<file path="src/rtl/usb_ep_pkg.sv">
// Purpose: shared constants and FSM encoding for the USB endpoint RX drain engine.
// Latency: n/a (declarations only).
// Backpressure: n/a.
package usb_ep_pkg;

    localparam int BYTE_AW = 11;    // byte address width into the RX buffer
    localparam int WORD_AW = 10;    // 16-bit word address width
    localparam int MAX_LEN = 1024;  // largest byte count a command may carry

    typedef enum logic [1:0] {
        ST_IDLE = 2'd0,
        ST_RUN  = 2'd1,
        ST_DONE = 2'd2
    } rx_state_e;

endpackage

</file>
<file path="src/rtl/fifo_sync_shift.sv">
// Purpose: small synchronous shift-register FIFO; head always sits in entry 0.
// Latency: a push is visible at pop_data on the next cycle.
// Backpressure: caller watches count; a push into a full FIFO without a pop is dropped.
//
// Ports: clk/rst (sync, active-high), push/push_data, pop, pop_data (head),
//        count (entries held).
module fifo_sync_shift #(
    parameter int DEPTH = 2,
    parameter int WIDTH = 16,
    localparam int CW   = $clog2(DEPTH + 1)
) (
    input  logic             clk,
    input  logic             rst,
    input  logic             push,
    input  logic [WIDTH-1:0] push_data,
    input  logic             pop,
    output logic [WIDTH-1:0] pop_data,
    output logic [CW-1:0]    count
);

    logic [WIDTH-1:0] mem_q [DEPTH];
    logic [CW-1:0]    cnt_q;
    logic             do_pop;
    logic             do_push;
    logic [CW-1:0]    wr_idx;

    always_comb begin
        do_pop  = pop && (cnt_q != '0);
        do_push = push && ((cnt_q != CW'(DEPTH)) || do_pop);
        // Slot after the shift caused by a simultaneous pop.
        wr_idx  = cnt_q - CW'(do_pop);
    end

    always_ff @(posedge clk) begin
        if (rst) begin
            cnt_q <= '0;
            for (int i = 0; i < DEPTH; i++) begin
                mem_q[i] <= '0;
            end
        end else begin
            if (do_pop) begin
                for (int i = 0; i < DEPTH - 1; i++) begin
                    mem_q[i] <= mem_q[i+1];
                end
            end
            for (int i = 0; i < DEPTH; i++) begin
                if (do_push && (wr_idx == CW'(i))) begin
                    mem_q[i] <= push_data;
                end
            end
            cnt_q <= cnt_q + CW'(do_push) - CW'(do_pop);
        end
    end

    assign pop_data = mem_q[0];
    assign count    = cnt_q;

endmodule

</file>
<file path="src/rtl/usb_ep_rx_reader.sv">
// Purpose: drain a byte range of the USB RX endpoint buffer onto a byte valid/ready stream.
// Latency: command accept at T -> first read T+1, first out_valid T+3; done the cycle after the last byte.
// Backpressure: out_ready low stalls the unpacker; reads stop once 2 words are outstanding.
//
// Ports: clk/rst (sync, active-high); cmd_valid/cmd_ready/cmd_addr/cmd_len command;
//        ep_rx_addr_0/ep_rx_re_0/ep_rx_data_1 buffer read port (data 1 cycle after re);
//        out_data/out_valid/out_last/out_ready byte stream; busy, done status.
module usb_ep_rx_reader
    import usb_ep_pkg::*;
#(
    parameter int EPDW = 16,
    parameter int EPAW = 10
) (
    input  logic               clk,
    input  logic               rst,
    input  logic               cmd_valid,
    output logic               cmd_ready,
    input  logic [BYTE_AW-1:0] cmd_addr,
    input  logic [BYTE_AW-1:0] cmd_len,
    output logic [EPAW-1:0]    ep_rx_addr_0,
    output logic               ep_rx_re_0,
    input  logic [EPDW-1:0]    ep_rx_data_1,
    output logic [7:0]         out_data,
    output logic               out_valid,
    output logic               out_last,
    input  logic               out_ready,
    output logic               busy,
    output logic               done
);

    rx_state_e          state_q, state_d;
    logic [BYTE_AW-1:0] ptr_q;      // current byte address
    logic [BYTE_AW-1:0] left_q;     // bytes still to emit
    logic [BYTE_AW-1:0] wleft_q;    // words still to fetch
    logic [EPAW-1:0]    waddr_q;    // next word address to read
    logic [1:0]         credits_q;  // words issued and not yet popped
    logic               rd_pend_q;  // read data arrives this cycle

    logic               accept;
    logic               issue;
    logic               fire;
    logic               final_byte;
    logic               pop;
    logic [BYTE_AW-1:0] nw;
    logic [EPDW-1:0]    head;
    logic [1:0]         fifo_cnt;
    logic [7:0]         byte_sel;

    fifo_sync_shift #(
        .DEPTH (2),
        .WIDTH (EPDW)
    ) u_word_fifo (
        .clk       (clk),
        .rst       (rst),
        .push      (rd_pend_q),
        .push_data (ep_rx_data_1),
        .pop       (pop),
        .pop_data  (head),
        .count     (fifo_cnt)
    );

    always_comb begin
        state_d    = state_q;
        accept     = (state_q == ST_IDLE) && cmd_valid;
        issue      = (state_q == ST_RUN) && (wleft_q != '0) && (credits_q < 2'd2);
        final_byte = (left_q == BYTE_AW'(1));
        out_valid  = (state_q == ST_RUN) && (fifo_cnt != 2'd0);
        fire       = out_valid && out_ready;
        // A word leaves the FIFO once its high byte or the command's last byte is taken.
        pop        = fire && (ptr_q[0] || final_byte);
        nw         = (BYTE_AW'(cmd_addr[0]) + cmd_len + BYTE_AW'(1)) >> 1;
        byte_sel   = ptr_q[0] ? head[15:8] : head[7:0];

        unique case (state_q)
            ST_IDLE: begin
                if (cmd_valid) begin
                    state_d = (cmd_len == '0) ? ST_DONE : ST_RUN;
                end
            end
            ST_RUN: begin
                if (fire && final_byte) begin
                    state_d = ST_DONE;
                end
            end
            ST_DONE: state_d = ST_IDLE;
            default: state_d = ST_IDLE;
        endcase
    end

    always_ff @(posedge clk) begin
        if (rst) begin
            state_q   <= ST_IDLE;
            ptr_q     <= '0;
            left_q    <= '0;
            wleft_q   <= '0;
            waddr_q   <= '0;
            credits_q <= '0;
            rd_pend_q <= 1'b0;  // drops any read that was in flight
        end else begin
            state_q   <= state_d;
            rd_pend_q <= issue;
            credits_q <= credits_q + 2'(issue) - 2'(pop);
            if (accept) begin
                ptr_q   <= cmd_addr;
                left_q  <= cmd_len;
                wleft_q <= nw;
                waddr_q <= cmd_addr[BYTE_AW-1:1];
            end else begin
                if (issue) begin
                    waddr_q <= waddr_q + EPAW'(1);  // wraps 1023 -> 0
                    wleft_q <= wleft_q - BYTE_AW'(1);
                end
                if (fire) begin
                    ptr_q  <= ptr_q + BYTE_AW'(1);
                    left_q <= left_q - BYTE_AW'(1);
                end
            end
        end
    end

    assign cmd_ready    = (state_q == ST_IDLE);
    assign busy         = (state_q == ST_RUN) || (state_q == ST_DONE);
    assign done         = (state_q == ST_DONE);
    assign ep_rx_re_0   = issue;
    assign ep_rx_addr_0 = waddr_q;
    assign out_data     = out_valid ? byte_sel : 8'h00;
    assign out_last     = out_valid && final_byte;

endmodule
</file>
<file path="config.mk">
export PLATFORM = sky130hd
export DESIGN_NAME = usb_ep_rx_reader
export DESIGN_NICKNAME = d
export VERILOG_FILES = /design/src/rtl/usb_ep_pkg.sv /design/src/rtl/fifo_sync_shift.sv /design/src/rtl/usb_ep_rx_reader.sv
export SDC_FILE = /design/constraint.sdc
export NUM_CORES = 1
export LEC_CHECK = 0
export CAP_MARGIN = 20
export CORE_ASPECT_RATIO = 0.9
export CORE_UTILIZATION = 40
export CTS_BUF_LIST = sky130_fd_sc_hd__clkbuf_16
export CTS_CLUSTER_SIZE = 40
export DETAILED_ROUTE_END_ITERATION = 7
export MAX_ROUTING_LAYER = met4
export PLACE_DENSITY_LB_ADDON = 0.25
export RECOVER_POWER = 50
export SLEW_MARGIN = 10
export SYNTH_ARGS = -nofsm -noshare
export SYNTH_HDL_FRONTEND = slang
export SYNTH_SLANG_ARGS = --single-unit
</file>
<file path="constraint.sdc">
create_clock -name clk -period 3 [get_ports clk]
set_clock_uncertainty 0.1 [all_clocks]
set_input_delay 0.9 -clock clk [delete_from_list [all_inputs] [get_ports clk]]
set_output_delay 0.9 -clock clk [all_outputs]
set_load 0.02 [all_outputs]
</file>
======== Word-level counts from Yosys, hierarchy flattened ========
Memory sizes are Yosys's and may differ from the RTL's.
Cells that the tools add are included.
word-level totals
  register bits ........................... 50
  memory bits (writable) .................. 32
  input bits .............................. 42
  output and inout port bits .............. 24
  word-level logic and storage cells ...... 84
  memories ................................ 1
memories
  memory             depth  bits a word  read ports  clocked after Yosys merged registers in  write ports  line                   source
  u_word_fifo.mem_q  2      16           2           0                                        2            fifo_sync_shift.sv:21  logic [WIDTH-1:0] mem_q [DEPTH];
operators by class
  add/subtract/negate cells ............... 11
  order comparisons ....................... 1
  eq/ne operators ......................... 7
  muxes and demuxes ....................... 28
  bitwise gates (word level) .............. 3
  reductions and logical operators ........ 24
operators by type and width
  kind                                                  number
  two-way mux 16 bit                                    3
  two-way mux 11 bit                                    4
  two-way mux 10 bit                                    4
  adder 11 x 1 -> 11 bit, second input constant         2
  subtractor 11 x 1 -> 11 bit, second input constant    2
  two-way mux 8 bit                                     2
  logical AND 1 bit                                     12
  adder 1 x 11 -> 11 bit                                1
  equality test 11 x 1 -> 1 bit, second input constant  1
  logical NOT 11 bit                                    1
  two-way mux 1 bit                                     11
  nonzero test 11 bit                                   1
  adder 10 x 1 -> 10 bit, second input constant         1
  two-way mux 2 bit                                     3
  nonzero test 2 bit                                    3
  subtractor 2 x 1 -> 2 bit                             3
  adder 2 x 1 -> 2 bit                                  2
  equality test 2 x 1 -> 1 bit, second input constant   2
  logical NOT 2 bit                                     2
  inequality test 2 bit, second input constant          2
  case mux 2 bit (2 select lines)                       1
  logical OR 1 bit                                      3
  OR 1 bit                                              3
  equality test 2 bit, second input constant            1
  other kinds (4)                                       4

======== Logic depth before layout (Yosys ltp) ========
  depth after elaboration ................. 12
  mapped depth ............................ 11

======== Cells and area by module ========
A second synthesis with hierarchy kept.
second synthesis, totals
  cells, all modules ...................... 456
  area total of the unflattened synthesis .. 4237.8 sq um
by module, submodules not included
  module            instances  cells each  area an instance (sq um)  seq. area each (sq um)
  usb_ep_rx_reader  1          308         2493.6                    760.7
  fifo_sync_shift   1          148         1744.2                    1001.0

======== Worst setup path after synthesis ========
No wires, ideal clock.
  path kind ............................... in2reg
  from .................................... in out_ready
  to ...................................... mem u_word_fifo.mem_q[0][0] (enable)
  arrival time ............................ 2.153 ns
  required time ........................... 2.528 ns
  path slack .............................. 0.375 ns
  stages .................................. 5
  buffers on the path ..................... 1
  cell sequence ........................... o211a_1 buf_4 nand4_1 a311oi_2 or3_1
RTL lines
  item             line                    source
  start, declared  usb_ep_rx_reader.sv:26  input logic out_ready,
  end, declared    fifo_sync_shift.sv:21

======== Final worst setup path ========
  from .................................... reg state_q[1]
  to ...................................... out out_valid
on the way
  cells in the longest elaborated chain, start to end .. 2
ends and longest elaborated chain
  item                          line                     source
  start, declared               usb_ep_rx_reader.sv:31   rx_state_e state_q, state_d;
  start signal, assigned        usb_ep_rx_reader.sv:100  state_q <= state_d;
  equality test 2 x 1 -> 1 bit  usb_ep_rx_reader.sv:67   out_valid = (state_q == ST_RUN) && (fifo_cnt != 2'd0);
  logical AND 1 bit             usb_ep_rx_reader.sv:67
  end, declared                 usb_ep_rx_reader.sv:24   output logic out_valid,
Every way passes these cells.

==> metrics.txt <==
Clock Latency Late Sink 0.33 ns; final hold violation count 0; GRT overflow 0; sequential fraction of the synthesis area 45.4%; Worst slew margin 40.4%; endpoint class of the critical path output port; startpoint types flip-flop; actual slew at the worst max-slew pin 0.893 ns; Max stage delay on crit path 0.53 ns; final instance area 0.00504 mm2; core area 0.00925 mm2; status finished, final reports clean; placed cell count 599; routed wire length 8.67 mm; crit path kind flip-flop to output port; Hold Path Origin left_q[4]; Final GP Congestion 0.861; DPL Wire Length 6.34 mm; H-tree depth 3; worst path required time 2.00 ns; Iter 0 DRT Violations 127; IO buf count 65; GR Layer Usage met2 30.8%; Final Cycle Share 96.0%; Sink Count 72; die height 95.5 um; yosys warns 0; fraction of layout cells with a size suffix above 1 7.91%; cell row count 33; Worst EP arrival 1.88 ns; clk buf depth 2; 1st-pass router iterations 4; Clk pin slew, worst setup/hold paths 0.06 ns; Sum Neg Setup Slack 0 ns; Main synth FF type dfxtp_1; fmax 347 MHz; Avg Cell Area, Syn 9.35 um2; average wire per standard cell 14.1 um; Slew Viols, Final 0; Nets 542; crit path max fanout 7; cell area after synthesis 0.00388 mm2; DR vias 3166; Root Buffer clkbuf_16; family with the most delay on the worst path buffers and inverters; first-pass GRT wire length 14.5 mm; Starting Density 42.0%; die width 106 um; Worst R2R Setup Slack 0.33 ns; asr flop ratio synth 0%; post-synth cell types 44; Setup Viol. Count Final 0; CP Buf/Inv Count 4; CP Cell Sequence inv_1 > ha_1 > o21ai_2 > buf_4 > inv_1 > clkdlybuf4s50_1; number of vias per cell 5.15; Hold Slack 0.415 ns; met1 Use GR 23.8%; CTS tree yes; Slowest-stage cell, CP clkdlybuf4s50_1; Yosys reg bits 72; GR Util met3 3.90%; most used cell along the critical path inv_1; total CTS buffers 9; hold path endpoint left_q[4]; antenna-violating nets left 0; Hold Crit Class flip-flop to flip-flop; # IOs 66; RR Startpoint wleft_q[0]; Syn Inst Count 415; RR Endpoint ep_rx_addr_0[7]; Pwr Density 567 mW/mm2; Global Route Usage Sum 18.9%; static leakage 1.94 nW; Peak VDD IR 314 uV; most used routing layer met2; max-cap viol count 0; RSZ-0062 raised after global routing no; initial antenna violation count 0; die area 0.0101 mm2; largest net degree at the start of global routing 34; antenna cells 0; final non-filler cell total 615; Cell Area, Placed 0.00479 mm2; syn nets 469; Core Util, Final 54.5%; worst r2r path cells 8; EDFF count, synth 32; Area growth syn-to-layout 29.8%; vias in the first global route 3041; # DRC 0; fin crit period 2.88 ns; WHS Path Cells 2
-- flip-flops by register name, indices dropped and copies added, names as in the netlist --
name               count
u_word_fifo.mem_q     32
left_q                11
wleft_q               11
ep_rx_addr_0          10
credits_q              2
state_q                2
u_word_fifo.count      2
ptr_q                  1
rd_pend_q              1
-- cell usage after synthesis, types with 4 or more instances --
cell type,n,area [um2]
nor3_1,10,50.1
a21oi_1,5,25.0
and2_1,20,125
xnor2_1,15,131
o21ai_1,5,25.0
inv_1,11,41.3
a211oi_1,30,225
xor2_1,24,210
nand2b_1,4,25.0
nor4_1,4,25.0
nand3_1,17,85.1
mux2i_1,10,100
clkbuf_1,14,52.6
nand2_1,48,180
o21ai_0,14,70.1
dfxtp_1,40,801
nand4_1,8,50.1
nor2b_1,5,31.3
nor2_1,45,169
edfxtp_1,32,961
buf_2,5,25.0
ha_1,12,150
-- metrics by stage --
stage | total power, mW | setup slack, ns
floorplan | 1.61 | 0.375
global route | 3.01 | 0.0204
finish | 2.86 | 0.120
global placement | 1.86 | 0.0845
CTS | 2.90 | 0.0168
detailed placement | 1.87 | -0.00848
-- worst min-delay path: cells and delay by family, from the launching register on --
| kind | cells | cell delay (ns) |
|---|---|---|
| flip-flops | 1 | 0.32 |
| AO/OA/AOI/OAI | 1 | 0.08 |
| AND/OR/NAND/NOR | 1 | 0.07 |
-- metal layers --
metal  routed length (um)  up-vias
li1                     -     1617
met1                 4120     1478
met2                 4150       62
met3                  302        9
met4                   91        0
met5                    0        -
-- cell type report --
cell class	count	area [um2]
well taps	122	153
inverters	11	41.3
flip-flops and latches	72	1760
multi-input cells	307	1970
fillers	873	4210
clock inverters	7	61.3
repair buffers	87	826
clock buffers	9	225
-- worst max-delay path by stage --
stage | from | endpoint | slack, ns | depth (start not counted)
after floorplan | out_ready | u_word_fifo.mem_q[0][0] | 0.38 | 5
after detailed placement | out_ready | u_word_fifo.mem_q[0][2] | -0.008 | 6
after global routing | out_ready | u_word_fifo.mem_q[0][2] | 0.02 | 7
after CTS | state_q[1] | out_data[1] | 0.02 | 6
after global placement | out_ready | u_word_fifo.mem_q[0][11] | 0.08 | 6
final | state_q[1] | out_valid | 0.12 | 6
-- layout by cell type (no fill, tap or decap), types with 5 or more instances in the layout --
cell	Yosys	final
clkdlybuf4s50_1	0	44
a21oi_1	5	5
dlymetal6s2s_1	0	5
nor3_1	10	10
xnor2_1	15	15
clkbuf_16	0	9
dlygate4sd3_1	0	13
xor2_1	24	24
nor2_1	45	45
nand3_1	17	17
ha_1	12	12
mux2i_1	10	10
clkbuf_1	14	5
nand2_1	48	48
edfxtp_1	32	32
a211oi_1	30	30
and2_1	20	16
dfxtp_1	40	40
inv_1	11	11
o21ai_0	14	14
buf_4	3	13
nor2b_1	5	5
nand4_1	8	8
-- cells by family after synthesis --
kind of cell             Yosys count  synth area share (%)
AND/OR/NAND/NOR                  173                  21.9
AO/OA/AOI/OAI                     73                  13.6
flip-flops                        72                  45.4
XOR/XNOR                          39                  8.80
buffers and inverters             36                  3.93
adder cells (fa/ha/maj)           12                  3.87
multiplexers                      10                  2.58
-- timing repair --
| action | CTS | global route |
|---|---|---|
| resized for setup | 4 | 5 |
| setup buffers | 0 | 0 |
| hold buffers | 0 | 0 |
| setup endpoints to repair | 9 | 5 |
-- where the power goes --
| part | internal, mW | total (mW) | switching [mW] |
|---|---|---|---|
| combinational | 0.290 | 0.629 | 0.339 |
| sequential | 1.13 | 1.21 | 0.0804 |
| clock | 0.577 | 1.02 | 0.443 |
Note: power is estimated with default switching activity, not from simulation.
==> RTL change 1 (config.mk and constraints unchanged) <==
Encoding of `rx_state_e`: now one-hot (3 bits for 3 states).
--- a/src/rtl/usb_ep_pkg.sv
+++ b/src/rtl/usb_ep_pkg.sv
@@ -7,10 +7,10 @@
     localparam int WORD_AW = 10;    // 16-bit word address width
     localparam int MAX_LEN = 1024;  // largest byte count a command may carry
 
-    typedef enum logic [1:0] {
-        ST_IDLE = 2'd0,
-        ST_RUN  = 2'd1,
-        ST_DONE = 2'd2
+    typedef enum logic [2:0] {
+        ST_IDLE = 3'b001,
+        ST_RUN  = 3'b010,
+        ST_DONE = 3'b100
     } rx_state_e;
 
 endpackage
Behaviour: same outputs for any inputs over 10 cycles, from zero or initial values and one cycle with rst high; not proved beyond that.
==> RTL change 1 against the unedited design <==
  * Non-clock buffer count grew 12
  * Area after synthesis grew 7.8%
  * Sequential share of layout area shrank 2.4 points
  * Total power shrank 3.9%
  * Sequential cell count grew 1
  * First-iteration DRC count grew 86%
  * Worst setup slack lost 0.050 ns
  * Final area grew 8.6%
  * Die area grew 7.6%
  * Wire length grew 28%
  * Maximum frequency shrank 1.7%
  * Highest routed layer unchanged
==> RTL change 1: results (changes against the unedited design) <==
| Metric | Value |
|---|---|
| Arrival time worst endpoint | `1.93 ns (was 1.88 ns)` |
| Worst setup endpoint | `busy (was out_valid)` |
| Seq/Total Area, Yosys | `42.58% (was 45.39%)` |
| Number of antenna violations at the first check in global routing | `0 (unchanged)` |
| RR Endpoint | `ep_rx_addr_0[8]$_SDFFE_PP0P_ (was ep_rx_addr_0[7]$_SDFFE_PP0P_)` |
| Syn nets | `480 (was 469)` |
| Synth Warn # | `0 (unchanged)` |
| Antenna Cells | `0 (unchanged)` |
| Htree depth | `3 (unchanged)` |
| Largest net degree at the start of global routing | `54 (was 34)` |
| Clock root buffer | `clkbuf_16 (unchanged)` |
| CTS Buf Count | `9 (unchanged)` |
| Pleak | `2.093 nW (was 1.938 nW)` |
| Reg2Reg Depth | `7 (was 8)` |
| Number of nets at the end of the flow | `562 (was 542)` |
| Vias in the first global route | `3,643 (was 3,041)` |
| Worst VDD drop | `310.9 uV (was 313.6 uV)` |
| GPL Wtd Cong | `0.8123 (was 0.8610)` |
| Max clock buf depth | `2 (unchanged)` |
| CP peak stage delay | `0.60 ns (was 0.53 ns)` |
| Worst slew pin tran | `0.7696 ns (was 0.8933 ns)` |
| Largest regs | `u_word_fifo.mem_q x32, left_q x11, wleft_q x11 (unchanged)` |
| Vias/cell | `5.834 (was 5.148)` |
| Post-synth top flop | `dfxtp_1 (unchanged)` |
| Routed WL per cell | `17.15 um (was 14.09 um)` |
| 1st-pass router iterations | `4 (unchanged)` |
| Max Fanout on Critical Path | `6 (was 7)` |
| Max reg flops | `32 (unchanged)` |
| Status | `finished, final reports clean (unchanged)` |
| Int Pwr | `1.973 mW (was 1.993 mW)` |
| Tightest Hold Check Type | `reg2reg (unchanged)` |
| Worst reg-to-reg setup slack | `0.46 ns (was 0.33 ns)` |
| Yosys cell types | `64 (was 44)` |
| Dpl hpwl | `7545 um (was 6336 um)` |
| Fraction of registers with async set/reset | `0% (unchanged)` |
| F_max | `341.3 MHz (was 347.2 MHz)` |
| Post-synth EDFFs | `32 (unchanged)` |
| Layout cell share with drive strength beyond 1 | `12.60% (was 7.911%)` |
| Place WS | `-0.1614 ns (was -0.008477 ns)` |
| Initial DRC count | `236 (was 127)` |
| Port-buffer cells | `65 (unchanged)` |
| Slowest stage cell on the critical path | `clkdlybuf4s50_1 (unchanged)` |
| CP Launch Point | `state_q[2]$_SDFFE_PP0P_ (was state_q[1]$_SDFFE_PP0P_)` |
| Post-synth top cells | `dfxtp_1 (41), edfxtp_1 (32), nor2_1 (29) (was nand2_1 (48), nor2_1 (45), dfxtp_1 (40))` |
| Top delay family on crit path | `buffers and inverters (unchanged)` |
| Worst-path clk slew | `0.06 ns (about the same)` |
| Global Route Usage Sum | `22.31% (was 18.93%)` |
| Synth top area cells | `edfxtp_1 (23%), dfxtp_1 (20%), nor4b_1 (3.3%) (was edfxtp_1 (25%), dfxtp_1 (21%), a211oi_1 (5.8%))` |
| First-pass GRT wire length | `18,300 um (was 14,520 um)` |
| Worst-Skew Late Latency | `0.34 ns` |
RTL change 1: per-stage QoR:
step                cells  power, mW  cell area (um2)  setup TNS [ns]
global placement      629      1.677             5210        -0.05732
global route          645      2.865             5468               0
CTS                   645      2.776             5510        -0.06237
floorplan             429      1.446             4184               0
detailed placement    629      1.685             5210         -0.1614
finish                645      2.745             5468               0
RTL change 1: how the worst min path moves through the flow:
stage | from | end | slack (ns) | cells past startpoint
after floorplan | left_q[1]$_SDFFE_PP0P_ | left_q[1]$_SDFFE_PP0P_ | 0.35 | 2
after global placement | left_q[1]$_SDFFE_PP0P_ | left_q[1]$_SDFFE_PP0P_ | 0.37 | 2
after detailed placement | left_q[1]$_SDFFE_PP0P_ | left_q[1]$_SDFFE_PP0P_ | 0.37 | 2
after CTS | left_q[1]$_SDFFE_PP0P_ | left_q[1]$_SDFFE_PP0P_ | 0.38 | 2
after global routing | left_q[0]$_SDFFE_PP0P_ | left_q[0]$_SDFFE_PP0P_ | 0.42 | 2
final | left_q[1]$_SDFFE_PP0P_ | left_q[1]$_SDFFE_PP0P_ | 0.38 | 2
RTL change 1: area by class of cell:
class | count | area (um2)
inverter | 16 | 60.06
tap | 129 | 161.4
clock buffer | 9 | 225.2
timing repair buffer | 99 | 912.1
fill | 950 | 4736
sequential | 73 | 1783
multi-input combinational | 312 | 2250
clock inverter | 7 | 76.32
RTL change 1: layer usage:
layer	track usage [%]	vias up	routed length, um
met5	-	-	0
met4	4.923	0	89
met3	4.696	8	515
met2	34.42	91	5252
met1	29.92	1838	5205
li1	-	1826	-
RTL change 1: cell families (layout without fill, tap and decap cells):
family | Yosys count | count (layout) | synth area share, %
and+or+nand+nor | 169 | 169 | 24.52
AOI/OAI and AO/OA | 94 | 94 | 16.36
DFF | 73 | 73 | 42.58
buffers and inverters | 44 | 131 | 4.157
muxes | 27 | 27 | 6.968
xor gates and xnor gates | 13 | 13 | 2.721
adders and majority gates | 9 | 9 | 2.691
RTL change 1: repair_timing:
item	in CTS	in global routing
setup buffers	0	0
endpoints found under the hold margin	0	0
resized for setup	3	11
setup endpoints to repair	10	9
RTL change 1: worst register-to-register path, delay by kind of cell, from the launching register on:
family	cells	cell delay [ns]
simple gates	3	0.86
buf+inv	2	0.69
compound gates	1	0.34
flops	1	0.31
fa+ha+maj	1	0.14
RTL change 1: power by group through the flow:
stage / clock network [mW] / registers, mW / logic (mW)
floorplan: 0 / 1.18 / 0.265
detailed placement: 0 / 1.18 / 0.506
CTS: 1.11 / 1.16 / 0.510
global route: 1.15 / 1.17 / 0.543
finish: 1.09 / 1.16 / 0.496
global placement: 0 / 1.18 / 0.500
==> RTL change 2 (same settings) <==
Without the edit above. The parameter `EPDW` goes from 16 to 24.
--- a/src/rtl/usb_ep_rx_reader.sv
+++ b/src/rtl/usb_ep_rx_reader.sv
@@ -8,7 +8,7 @@
 module usb_ep_rx_reader
     import usb_ep_pkg::*;
 #(
-    parameter int EPDW = 16,
+    parameter int EPDW = 24,
     parameter int EPAW = 10
 ) (
     input  logic               clk,
Interface: changed (resized ep_rx_data_1); port bits go from 66 to 74. No check against the original RTL was run, so the function may have changed too.
==> RTL change 2 against the unedited design <==
  * Area after synthesis up 8.7%
  * Worst setup slack worse by 0.0081 ns
  * Via count up 15%
  * Sequential cell count unchanged
  * Wire length up 24%
  * Total power up 7.9%
  * Hold slack worse by 0.015 ns
  * Final cell count up 3.6%
  * Final area up 9.3%
  * Maximum frequency down 0.28%
==> RTL change 2: results (changes against the unedited design) <==
| Metric | Value |
|---|---|
| GPL Wtd Cong | `0.8377 (was 0.8610)` |
| Global Route Usage Sum | `21.13% (was 18.93%)` |
| Max clock buf depth | `2 (unchanged)` |
| Fraction of registers with async set/reset | `0% (unchanged)` |
| Vias | `3,656 (was 3,166)` |
| 1st-pass router iterations | `5 (was 4)` |
| Worst hold slack | `0.3994 ns (was 0.4146 ns)` |
| Yosys cell types | `58 (was 44)` |
| Worst slew pin tran | `1.075 ns (was 0.8933 ns)` |
| Synth top area cells | `edfxtp_1 (23%), dfxtp_1 (19%), mux2_2 (4.5%) (was edfxtp_1 (25%), dfxtp_1 (21%), a211oi_1 (5.8%))` |
| Placement Cell Area | `5260 um2 (was 4787 um2)` |
| Comb power frac | `27.4% (was 22.0%)` |
| Seq/Total Area, Yosys | `41.74% (was 45.39%)` |
| Place WS | `-0.2578 ns (was -0.008477 ns)` |
| Worst r2r src | `left_q[1]$_SDFFE_PP0P_ (was wleft_q[0]$_SDFFE_PP0P_)` |
| Dpl hpwl | `7060 um (was 6336 um)` |
| Avg Cell Area, Syn | `9.977 um2 (was 9.352 um2)` |
| Initial DRC count | `150 (was 127)` |
| Top-count cell post-synth | `dfxtp_1 (was nand2_1)` |
| RR Endpoint | `credits_q[1]$_SDFF_PP0_ (was ep_rx_addr_0[7]$_SDFFE_PP0P_)` |
| Worst VDD drop | `348.5 uV (was 313.6 uV)` |
| Routed WL per cell | `16.86 um (was 14.09 um)` |
| Syn nets | `485 (was 469)` |
| Worst-path clk slew | `0.06 ns (about the same)` |
| Fill cells | `942 (was 873)` |
| Pwr Total | `3.081 mW (was 2.856 mW)` |
| Met3 usage | `5.242% (was 3.896%)` |
| Layout cell share with drive strength beyond 1 | `15.35% (was 7.911%)` |
| Worst reg-to-reg setup slack | `0.21 ns (was 0.33 ns)` |
| Reg2Reg Depth | `12 (was 8)` |
| Finished Layout Cells | `637 (was 615)` |
| Status | `finished, final reports clean (unchanged)` |
| First-pass GRT wire length | `17,350 um (was 14,520 um)` |
| Crit path time final | `2.888 ns (was 2.880 ns)` |
| M1 WL | `5220 um (was 4124 um)` |
| Int Pwr | `2.084 mW (was 1.993 mW)` |
| Hold path endpoint | `ep_rx_addr_0[9]$_SDFFE_PP0P_ (was left_q[4]$_SDFFE_PP0P_)` |
| Largest net degree at the start of global routing | `60 (was 34)` |
| DR WL met3 | `631 um (was 302 um)` |
| Max Fanout on Critical Path | `9 (was 7)` |
| Met2 wire len | `4830 um (was 4147 um)` |
| Number of nets at the end of the flow | `565 (was 542)` |
| Post-synth top cells | `dfxtp_1 (40), edfxtp_1 (32), nor2_1 (29) (was nand2_1 (48), nor2_1 (45), dfxtp_1 (40))` |
| M2 GR Usage | `31.29% (was 30.77%)` |
| Final hold vios | `0 (unchanged)` |
[RTL change 2: cell type report]
class | count | share of cell area, %
clock buffer | 9 | 4.092
clock inverter | 7 | 0.8866
inverter | 16 | 1.091
multi-input combinational | 303 | 41.33
sequential | 72 | 32.03
tap | 129 | 2.932
timing repair buffer | 101 | 17.64
[RTL change 2: cell families (layout without fill, tap and decap cells)]
family	count (synthesis)	count (layout)	share of synthesized area (%)
AO/OA/AOI/OAI	105	105	19.89
buffers and inverters	48	133	4.684
XOR/XNOR	18	18	3.736
adder cells (fa/ha/maj)	12	12	3.558
AND/OR/NAND/NOR	143	143	19.95
flip-flops	72	72	41.74
multiplexers	25	25	6.433
[RTL change 2: timing repair]
action | in CTS | in global routing
pin swaps | 0 | 0
gates resized for setup | 9 | 10
endpoints found under the setup margin | 9 | 9
